File: config.mk
export PLATFORM = sky130hd
export DESIGN_NAME = seg_scan_mux_flat
export DESIGN_NICKNAME = d
export VERILOG_FILES = /design/src/rtl/seg_scan_if.sv /design/src/rtl/seg_scan_mux.sv /design/src/flat_wrapper.sv
export SDC_FILE = /design/constraint.sdc
export NUM_CORES = 1
export LEC_CHECK = 0
export CAP_MARGIN = 0
export CELL_PAD_IN_SITES_DETAIL_PLACEMENT = 1
export CELL_PAD_IN_SITES_GLOBAL_PLACEMENT = 1
export CORE_MARGIN = 8
export CORE_UTILIZATION = 42
export CTS_CLUSTER_DIAMETER = 100
export DETAILED_ROUTE_END_ITERATION = 7
export MAX_ROUTING_LAYER = met4
export PLACE_DENSITY_LB_ADDON = 0.15
export SLEW_MARGIN = 10
export SYNTH_ARGS = -nofsm -noshare
export SYNTH_HDL_FRONTEND = slang
export SYNTH_SLANG_ARGS = --single-unit
export TNS_END_PERCENT = 50
File: constraint.sdc
create_clock -name clk -period 1.5 [get_ports clk]
set_input_delay 0.3 -clock clk [delete_from_list [all_inputs] [get_ports clk]]
set_output_delay 0.3 -clock clk [all_outputs]
set_load 0.1 [all_outputs]
File: src/rtl/seg_scan_if.sv
// Display-side bundle for the two-digit scan multiplexer.
// The master drives the decoded digits and lap/blank controls;
// the slave (the multiplexer) drives the shared segment bus and digit enables.
interface seg_scan_if;
    logic [6:0] seg_0;
    logic [6:0] seg_1;
    logic       lap_pulse;
    logic       blank_lead;
    logic [6:0] seg_out;
    logic [1:0] digit_en;
    logic       lap_active;

    modport master (
        output seg_0,
        output seg_1,
        output lap_pulse,
        output blank_lead,
        input  seg_out,
        input  digit_en,
        input  lap_active
    );

    modport slave (
        input  seg_0,
        input  seg_1,
        input  lap_pulse,
        input  blank_lead,
        output seg_out,
        output digit_en,
        output lap_active
    );
endinterface

File: src/rtl/seg_scan_mux.sv
// Two-digit shared-segment display multiplexer with guard intervals,
// lap/hold freeze and optional leading-zero blanking of the tens digit.
//
// Scan FSM
//   state  | meaning
//   GUARD0 | all digits off before the ones digit (GUARD_CYCLES long)
//   DIG0   | ones digit enabled (REFRESH_DIV long)
//   GUARD1 | all digits off before the tens digit (GUARD_CYCLES long)
//   DIG1   | tens digit enabled (REFRESH_DIV long)
//
// Lap FSM
//   state  | meaning
//   LIVE   | display follows seg_0/seg_1
//   HELD   | display shows the values captured on the entering lap pulse
module seg_scan_mux #(
    parameter int         REFRESH_DIV   = 1000,
    parameter int         GUARD_CYCLES  = 16,
    parameter logic [6:0] ZERO_PATTERN  = 7'b0111111,
    parameter logic [6:0] BLANK_PATTERN = 7'b0000000
) (
    input  logic        clk,
    input  logic        rst,
    seg_scan_if.slave   bus
);

    localparam int MAX_RG  = (REFRESH_DIV > GUARD_CYCLES) ? REFRESH_DIV : GUARD_CYCLES;
    localparam int MAX_LEN = (MAX_RG > 2) ? MAX_RG : 2;
    localparam int CNT_W   = $clog2(MAX_LEN);

    localparam int R_LAST_I = (REFRESH_DIV > 0) ? REFRESH_DIV - 1 : 0;
    localparam int G_LAST_I = (GUARD_CYCLES > 0) ? GUARD_CYCLES - 1 : 0;
    localparam logic [CNT_W-1:0] R_LAST = R_LAST_I[CNT_W-1:0];
    localparam logic [CNT_W-1:0] G_LAST = G_LAST_I[CNT_W-1:0];
    localparam bit   NO_GUARD = (GUARD_CYCLES == 0);

    typedef enum logic [1:0] {
        GUARD0 = 2'd0,
        DIG0   = 2'd1,
        GUARD1 = 2'd2,
        DIG1   = 2'd3
    } scan_t;

    typedef enum logic {
        LIVE = 1'b0,
        HELD = 1'b1
    } lap_t;

    scan_t            scan_st;
    scan_t            scan_nxt;
    logic [CNT_W-1:0] cnt;
    logic [CNT_W-1:0] cnt_nxt;

    lap_t             lap_st;
    lap_t             lap_nxt;
    logic             capture;
    logic [6:0]       held_0;
    logic [6:0]       held_1;

    logic [6:0]       src_0;
    logic [6:0]       src_1;
    logic [6:0]       seg_q;
    logic [6:0]       seg_nxt;
    logic [1:0]       en_q;
    logic [1:0]       en_nxt;

    // Scan sequencing: advance when the per-state cycle count reaches its length.
    // With no guard, GUARD0 is only ever visited out of reset and is left on the first edge.
    always_comb begin
        scan_nxt = scan_st;
        cnt_nxt  = cnt + 1'b1;
        case (scan_st)
            GUARD0: begin
                if (NO_GUARD || cnt == G_LAST) begin
                    scan_nxt = DIG0;
                    cnt_nxt  = '0;
                end
            end
            DIG0: begin
                if (cnt == R_LAST) begin
                    scan_nxt = NO_GUARD ? DIG1 : GUARD1;
                    cnt_nxt  = '0;
                end
            end
            GUARD1: begin
                if (NO_GUARD || cnt == G_LAST) begin
                    scan_nxt = DIG1;
                    cnt_nxt  = '0;
                end
            end
            DIG1: begin
                if (cnt == R_LAST) begin
                    scan_nxt = NO_GUARD ? DIG0 : GUARD0;
                    cnt_nxt  = '0;
                end
            end
            default: begin
                scan_nxt = GUARD0;
                cnt_nxt  = '0;
            end
        endcase
    end

    // Source selection uses the lap state before the edge, so a toggle shows from the following edge.
    always_comb begin
        src_0 = (lap_st == HELD) ? held_0 : bus.seg_0;
        src_1 = (lap_st == HELD) ? held_1 : bus.seg_1;
    end

    // Output decode from the upcoming scan state so outputs move on the same edge as the state.
    always_comb begin
        seg_nxt = BLANK_PATTERN;
        en_nxt  = 2'b00;
        case (scan_nxt)
            DIG0: begin
                en_nxt  = 2'b01;
                seg_nxt = src_0;
            end
            DIG1: begin
                en_nxt  = 2'b10;
                seg_nxt = (bus.blank_lead && src_1 == ZERO_PATTERN) ? BLANK_PATTERN : src_1;
            end
            default: begin
                en_nxt  = 2'b00;
                seg_nxt = BLANK_PATTERN;
            end
        endcase
    end

    // Scan state, cycle counter and registered display outputs.
    always_ff @(posedge clk or posedge rst) begin
        if (rst) begin
            scan_st <= GUARD0;
            cnt     <= '0;
            seg_q   <= BLANK_PATTERN;
            en_q    <= 2'b00;
        end else begin
            scan_st <= scan_nxt;
            cnt     <= cnt_nxt;
            seg_q   <= seg_nxt;
            en_q    <= en_nxt;
        end
    end

    // Lap toggle: entering HELD captures the live digits; leaving keeps them.
    always_comb begin
        lap_nxt = lap_st;
        capture = 1'b0;
        if (bus.lap_pulse) begin
            if (lap_st == LIVE) begin
                lap_nxt = HELD;
                capture = 1'b1;
            end else begin
                lap_nxt = LIVE;
            end
        end
    end

    // Lap state register; independent of scan timing.
    always_ff @(posedge clk or posedge rst) begin
        if (rst) begin
            lap_st <= LIVE;
        end else begin
            lap_st <= lap_nxt;
        end
    end

    // Held digit registers, loaded only on entry to HELD.
    always_ff @(posedge clk or posedge rst) begin
        if (rst) begin
            held_0 <= BLANK_PATTERN;
            held_1 <= BLANK_PATTERN;
        end else if (capture) begin
            held_0 <= bus.seg_0;
            held_1 <= bus.seg_1;
        end
    end

    assign bus.seg_out    = seg_q;
    assign bus.digit_en   = en_q;
    assign bus.lap_active = (lap_st == HELD);

endmodule
File: src/flat_wrapper.sv
// flat-port wrapper written by rule: the top's interface ports become plain ports
module seg_scan_mux_flat 
#(
    parameter int         REFRESH_DIV   = 1000,
    parameter int         GUARD_CYCLES  = 16,
    parameter logic [6:0] ZERO_PATTERN  = 7'b0111111,
    parameter logic [6:0] BLANK_PATTERN = 7'b0000000
)
  (clk, rst, bus_seg_0, bus_seg_1, bus_lap_pulse, bus_blank_lead, bus_seg_out, bus_digit_en, bus_lap_active);
  seg_scan_if bus_i ();
  input  logic clk;
  input  logic rst;
  input wire logic [$bits(bus_i.seg_0)-1:0] bus_seg_0;
  input wire logic [$bits(bus_i.seg_1)-1:0] bus_seg_1;
  input wire logic [$bits(bus_i.lap_pulse)-1:0] bus_lap_pulse;
  input wire logic [$bits(bus_i.blank_lead)-1:0] bus_blank_lead;
  output wire logic [$bits(bus_i.seg_out)-1:0] bus_seg_out;
  output wire logic [$bits(bus_i.digit_en)-1:0] bus_digit_en;
  output wire logic [$bits(bus_i.lap_active)-1:0] bus_lap_active;
  assign bus_i.seg_0 = bus_seg_0;
  assign bus_i.seg_1 = bus_seg_1;
  assign bus_i.lap_pulse = bus_lap_pulse;
  assign bus_i.blank_lead = bus_blank_lead;
  assign bus_seg_out = bus_i.seg_out;
  assign bus_digit_en = bus_i.digit_en;
  assign bus_lap_active = bus_i.lap_active;
  seg_scan_mux #(.REFRESH_DIV(REFRESH_DIV), .GUARD_CYCLES(GUARD_CYCLES), .ZERO_PATTERN(ZERO_PATTERN), .BLANK_PATTERN(BLANK_PATTERN)) u_core (.clk(clk), .rst(rst), .bus(bus_i));
endmodule
# ---- Yosys cells after proc, flatten, opt, wreduce, memory -nomap -nowiden
# Cells that the tools add are included.
dict set report word_totals {
  reg_bits 36
  wordCells 35
  out_inout_bits 10
}
dict set report op_classes {
  eq_ne 8
  n_reduce_logical 4
  n_mux 15
  n_addsub 1
}
# op count
set ops {}
lappend ops {{two-way mux 7 bit} 3}
lappend ops {{two-way mux 10 bit} 2}
lappend ops {{case mux 10 bit (2 select lines)} 1}
lappend ops {{case mux 7 bit (2 select lines)} 1}
lappend ops {{adder 10 x 1 -> 10 bit (second input constant)} 1}
lappend ops {{equality test 10 bit (second input constant)} 1}
lappend ops {{equality test 10 x 4 -> 1 bit (second input constant)} 1}
lappend ops {{two-way mux 2 bit} 4}
lappend ops {{case mux 2 bit (4 select lines)} 1}
lappend ops {{equality test 7 x 6 -> 1 bit (second input constant)} 1}
lappend ops {{equality test 2 bit (second input constant)} 3}
lappend ops {{equality test 2 x 1 -> 1 bit (second input constant)} 2}
lappend ops {{case mux 2 bit (2 select lines)} 1}
lappend ops {{OR reduction 2 bit} 2}
lappend ops {{zero test 2 bit} 1}
lappend ops {{two-way mux 1 bit} 2}
lappend ops {{logical AND 1 bit} 1}

# ---- Depth between registers and ports, before layout
dict set report depth {
  word_depth 5
  ltp_mapped 6
  ltp_nobuf 6
}

# ---- Least setup slack after synthesis
# OpenSTA, ideal clock, no wires.
dict set report synth_timing {
  path_type {reg-to-reg}
  startpoint {register u_core.lap_st, in the netlist u_core.bus.lap_active}
  endpoint {register u_core.seg_q[2], in the netlist u_core.bus.seg_out[2]}
  path_stages_with_launch 7
  setup_slack_ns -0.509
  arrival_ns 1.890
  n_path_buf 2
  cell_sequence {dfrtp_1 -> buf_6 -> buf_6 -> mux2_2 -> nand2_1 -> o22ai_1 -> and2_1}
}
dict set report synth_via {
  elab_chain_cells 5
}
# element line
set synth_rtl {}
lappend synth_rtl {{start: declaration} seg_scan_mux.sv:53} ;# lap_t lap_st;
lappend synth_rtl {{start signal: assignment} seg_scan_mux.sv:163} ;# lap_st <= lap_nxt;
lappend synth_rtl {{two-way mux 7 bit} seg_scan_mux.sv:106} ;# src_1 = (lap_st == HELD) ? held_1 : bus.seg_1;
lappend synth_rtl {{equality test 7 x 6 -> 1 bit} seg_scan_mux.sv:120} ;# seg_nxt = (bus.blank_lead && src_1 == ZERO_PATTERN) ? BLANK_PATTERN : src_1;
lappend synth_rtl {{logical AND 1 bit} seg_scan_mux.sv:120}
lappend synth_rtl {{two-way mux 7 bit} seg_scan_mux.sv:120}
lappend synth_rtl {{case mux 7 bit (2 select lines) (*)} seg_scan_mux.sv:113} ;# case (scan_nxt)
lappend synth_rtl {{via u_core.seg_nxt[2]} seg_scan_mux.sv:62} ;# logic [6:0] seg_nxt;
lappend synth_rtl {{end signal: assignment} seg_scan_mux.sv:139} ;# seg_q <= seg_nxt;
lappend synth_rtl {{end: declaration} seg_scan_mux.sv:61} ;# logic [6:0] seg_q;
# Mark *: on every way through the listed nets, which the timed path passes. The rest lies on a longest branch.
# A chain may end at the register's enable or synchronous reset.

# ---- Worst setup path in the final report
dict set report layout_timing {
  startpoint {register u_core.lap_st, in the netlist u_core.bus.lap_active}
  endpoint {register u_core.seg_q[5], in the netlist u_core.bus.seg_out[5]}
}
# Same word-level chain as after synthesis.

==> run metrics <==
CP arrival=around 1.8 ns; Required @ worst endpoint=1.71 ns; row cnt=23; Post-Syn Nets=157; sequential area share after synthesis=0.537; grt total ovfl=0; Num Clock Sinks=36; final worst slack=-0.0367 ns; ANT nets after route=0; synthesized area=around 1700 µm²; leak pwr=1.06 nW; Initial Utilization=0.429; Die H=79.2 µm; ranking of synthesized cells by area=dfrtp_1 (54%), mux2_2 (11%), mux2i_1 (3.6%), and2_1 (3.0%), xnor2_1 (2.6%); initial antenna violation count=0; cell area power density=1930 nW/µm²; Setup Total Neg Slack=-0.0481 ns; Post-synth EDFFs=0; CTS max path bufs=2; Post-synth ARST share=1.00; dpl cells=222; Final setup viols=2; Max Cap Viol=0; number of I/O port buffers=27; Tot Pwr=4.58 mW; post-DP HPWL=3.10 mm; syn_area_per_cell=12.2 µm²; via count=1225; CTS H-Tree Depth=2; synth unique cells=31; R2R cell count=6; gp weighted congestion=0.778; hold buffer count at cts=0; Fmax=651 MHz; TritonCTS buffer count=5; Die Area=6270 µm²; GRT Util Overall=0.152; I/O pin cnt=28; Max Clock Skew=0.00529 ns; outcome=finished with violations; RSZ-0062 raised after global routing=true; Layout Cells excl Fill=approximately 230; max-slew violations=0; #FFs+latches synth=36; drt total wl=roughly 4.2 mm; Final Critical Period=approximately 1.5 ns; DRT iter0 DRCs=37; critical path startpoint category=register; Worst-path clk slew=about 0.07 ns; min-delay worst type=in -> async; relative slew slack=0.822; period utilization=1.02; Synth top cells by count=dfrtp_1 (36), mux2_2 (17), nor2_1 (11); top-area cell type share of the netlist area=0.537; vias per inst=5.26; VDD IR max=1270 µV; kind of end point of the critical path=register; clk_lat worst skew=0.28 ns; synth warn=0; Diodes inserted=0; Die Wd=79.2 µm; largest net degree at the start of global routing=37; Syn Inst Count=approximately 140; Least-Margin Pin Slew=0.264 ns; global-route wire length before repair=just over 7 mm; largest area contributor in the netlist=dfrtp_1; core area=3910 µm²; CTS tree=built; area delta synth->final=41.8%; Root Buffer Master=clkbuf_8; worst-path maximum fanout=6; final hold vios=0; wire length per cell=18.1 µm; Worst Path Class, Setup=reg -> reg; first drt pass iteration count=4; share of post-route cells with drive strength above 1=0.350; failing checks=negative setup slack; Nets=between 200 and 250; Top FF cell, synth=dfrtp_1; Residual DRC=0; vias in the first global route=1431; count leader, synth=dfrtp_1
[area by class of cell]
type	instances	area, µm²
clock inverters	1	5.00
flip-flops and latches	36	905
repair buffers	43	500
fillers	401	1540
inverters	2	7.51
well taps	50	62.6
clock buffers	6	72.6
multi-input cells	95	826
[cells by family after synthesis]
family | Yosys count | synth area share
flip-flops | 36 | 0.537
multiplexers | 27 | 0.186
AND/OR/NAND/NOR | 47 | 0.151
AO/OA/AOI/OAI | 10 | 0.0410
buffers and inverters | 7 | 0.0261
XOR/XNOR | 10 | 0.0522
adder cells (fa/ha/maj) | 1 | 0.00746
[repair_timing]
| item | 4_1_cts | 5_1_grt |
|---|---|---|
| pin swaps | 3 | 5 |
| endpoints found under the setup margin | 16 | 18 |
| setup buffers | 4 | 0 |
| hold endpoints to repair | 0 | 0 |
| resized for setup | 9 | 4 |
[layer usage]
metal,share of wire,wire [µm],track usage,vias to the layer above
met2,0.57,2380,0.266,17
met1,0.41,1700,0.160,632
met5,0,0,-,-
met3,0.018,77,0.0418,4
met4,0.010,44,0.0556,0
li1,-,-,-,572
[per-stage QoR]
step | instance area (µm²) | util | hold slack, ns | setup WS (ns)
detailed placement | 2220 | 0.567 | 0.458 | -0.245
CTS | 2350 | 0.601 | 0.360 | -0.0190
finish | 2380 | 0.608 | 0.361 | -0.0367
global route | 2380 | 0.608 | 0.373 | -0.0771
floorplan | 1730 | - | 0.383 | -0.115
global placement | 2220 | 0.567 | 0.440 | -0.166
[power breakdown]
group | switching, mW | leakage (nW) | internal, mW
registers | 0.247 | 0.432 | 1.29
clock network | 0.337 | 0.0410 | 0.316
logic | 1.29 | 0.586 | 1.11
total | 1.88 | 1.06 | 2.71
[registers in the layout, indices dropped and copies added (netlist names)]
signal and cells:
u_core.cnt 10, u_core.bus.lap_active 1, u_core.bus.digit_en 2, u_core.held_1 7, u_core.scan_st 2, u_core.held_0 7, u_core.bus.seg_out 7
[worst paths after layout]
path	start	to	slack, ns
worst max-delay path	u_core.bus.lap_active	u_core.bus.seg_out[5]	-0.04
worst min-delay path	rst	u_core.held_1[3]	0.36
worst max register to register	u_core.bus.lap_active	u_core.bus.seg_out[5]	-0.04
worst min register to register	u_core.held_0[5]	u_core.held_0[5]	0.50
max in group asynchronous	rst	u_core.bus.lap_active	0.95
min in group clk	u_core.held_0[5]	u_core.held_0[5]	0.50
[cells in the final DEF (no fill, tap or decap), types with 2 or more instances in the layout]
master / n
and2_1: 8
and3_1: 3
buf_12: 11
buf_4: 14
clkbuf_8: 5
clkdlybuf4s50_1: 17
dfrtp_1: 35
inv_1: 2
mux2_1: 2
mux2_2: 7
mux2_4: 11
mux2i_1: 6
nand2_1: 8
nand3_1: 4
nand4_1: 2
nand4b_1: 2
nor2_1: 10
o22ai_1: 5
xnor2_1: 5
xor2_1: 5
[worst max-delay path, cell delays in order, from the launching register on]
cell and delay (ns):
dfrtp_4 0.52, buf_4 0.17, nand4_1 0.06, nor2_1 0.05, o2111a_2 0.31, o22ai_2 0.19
and2_1 0.17
Note: power is estimated with default switching activity, not from simulation.
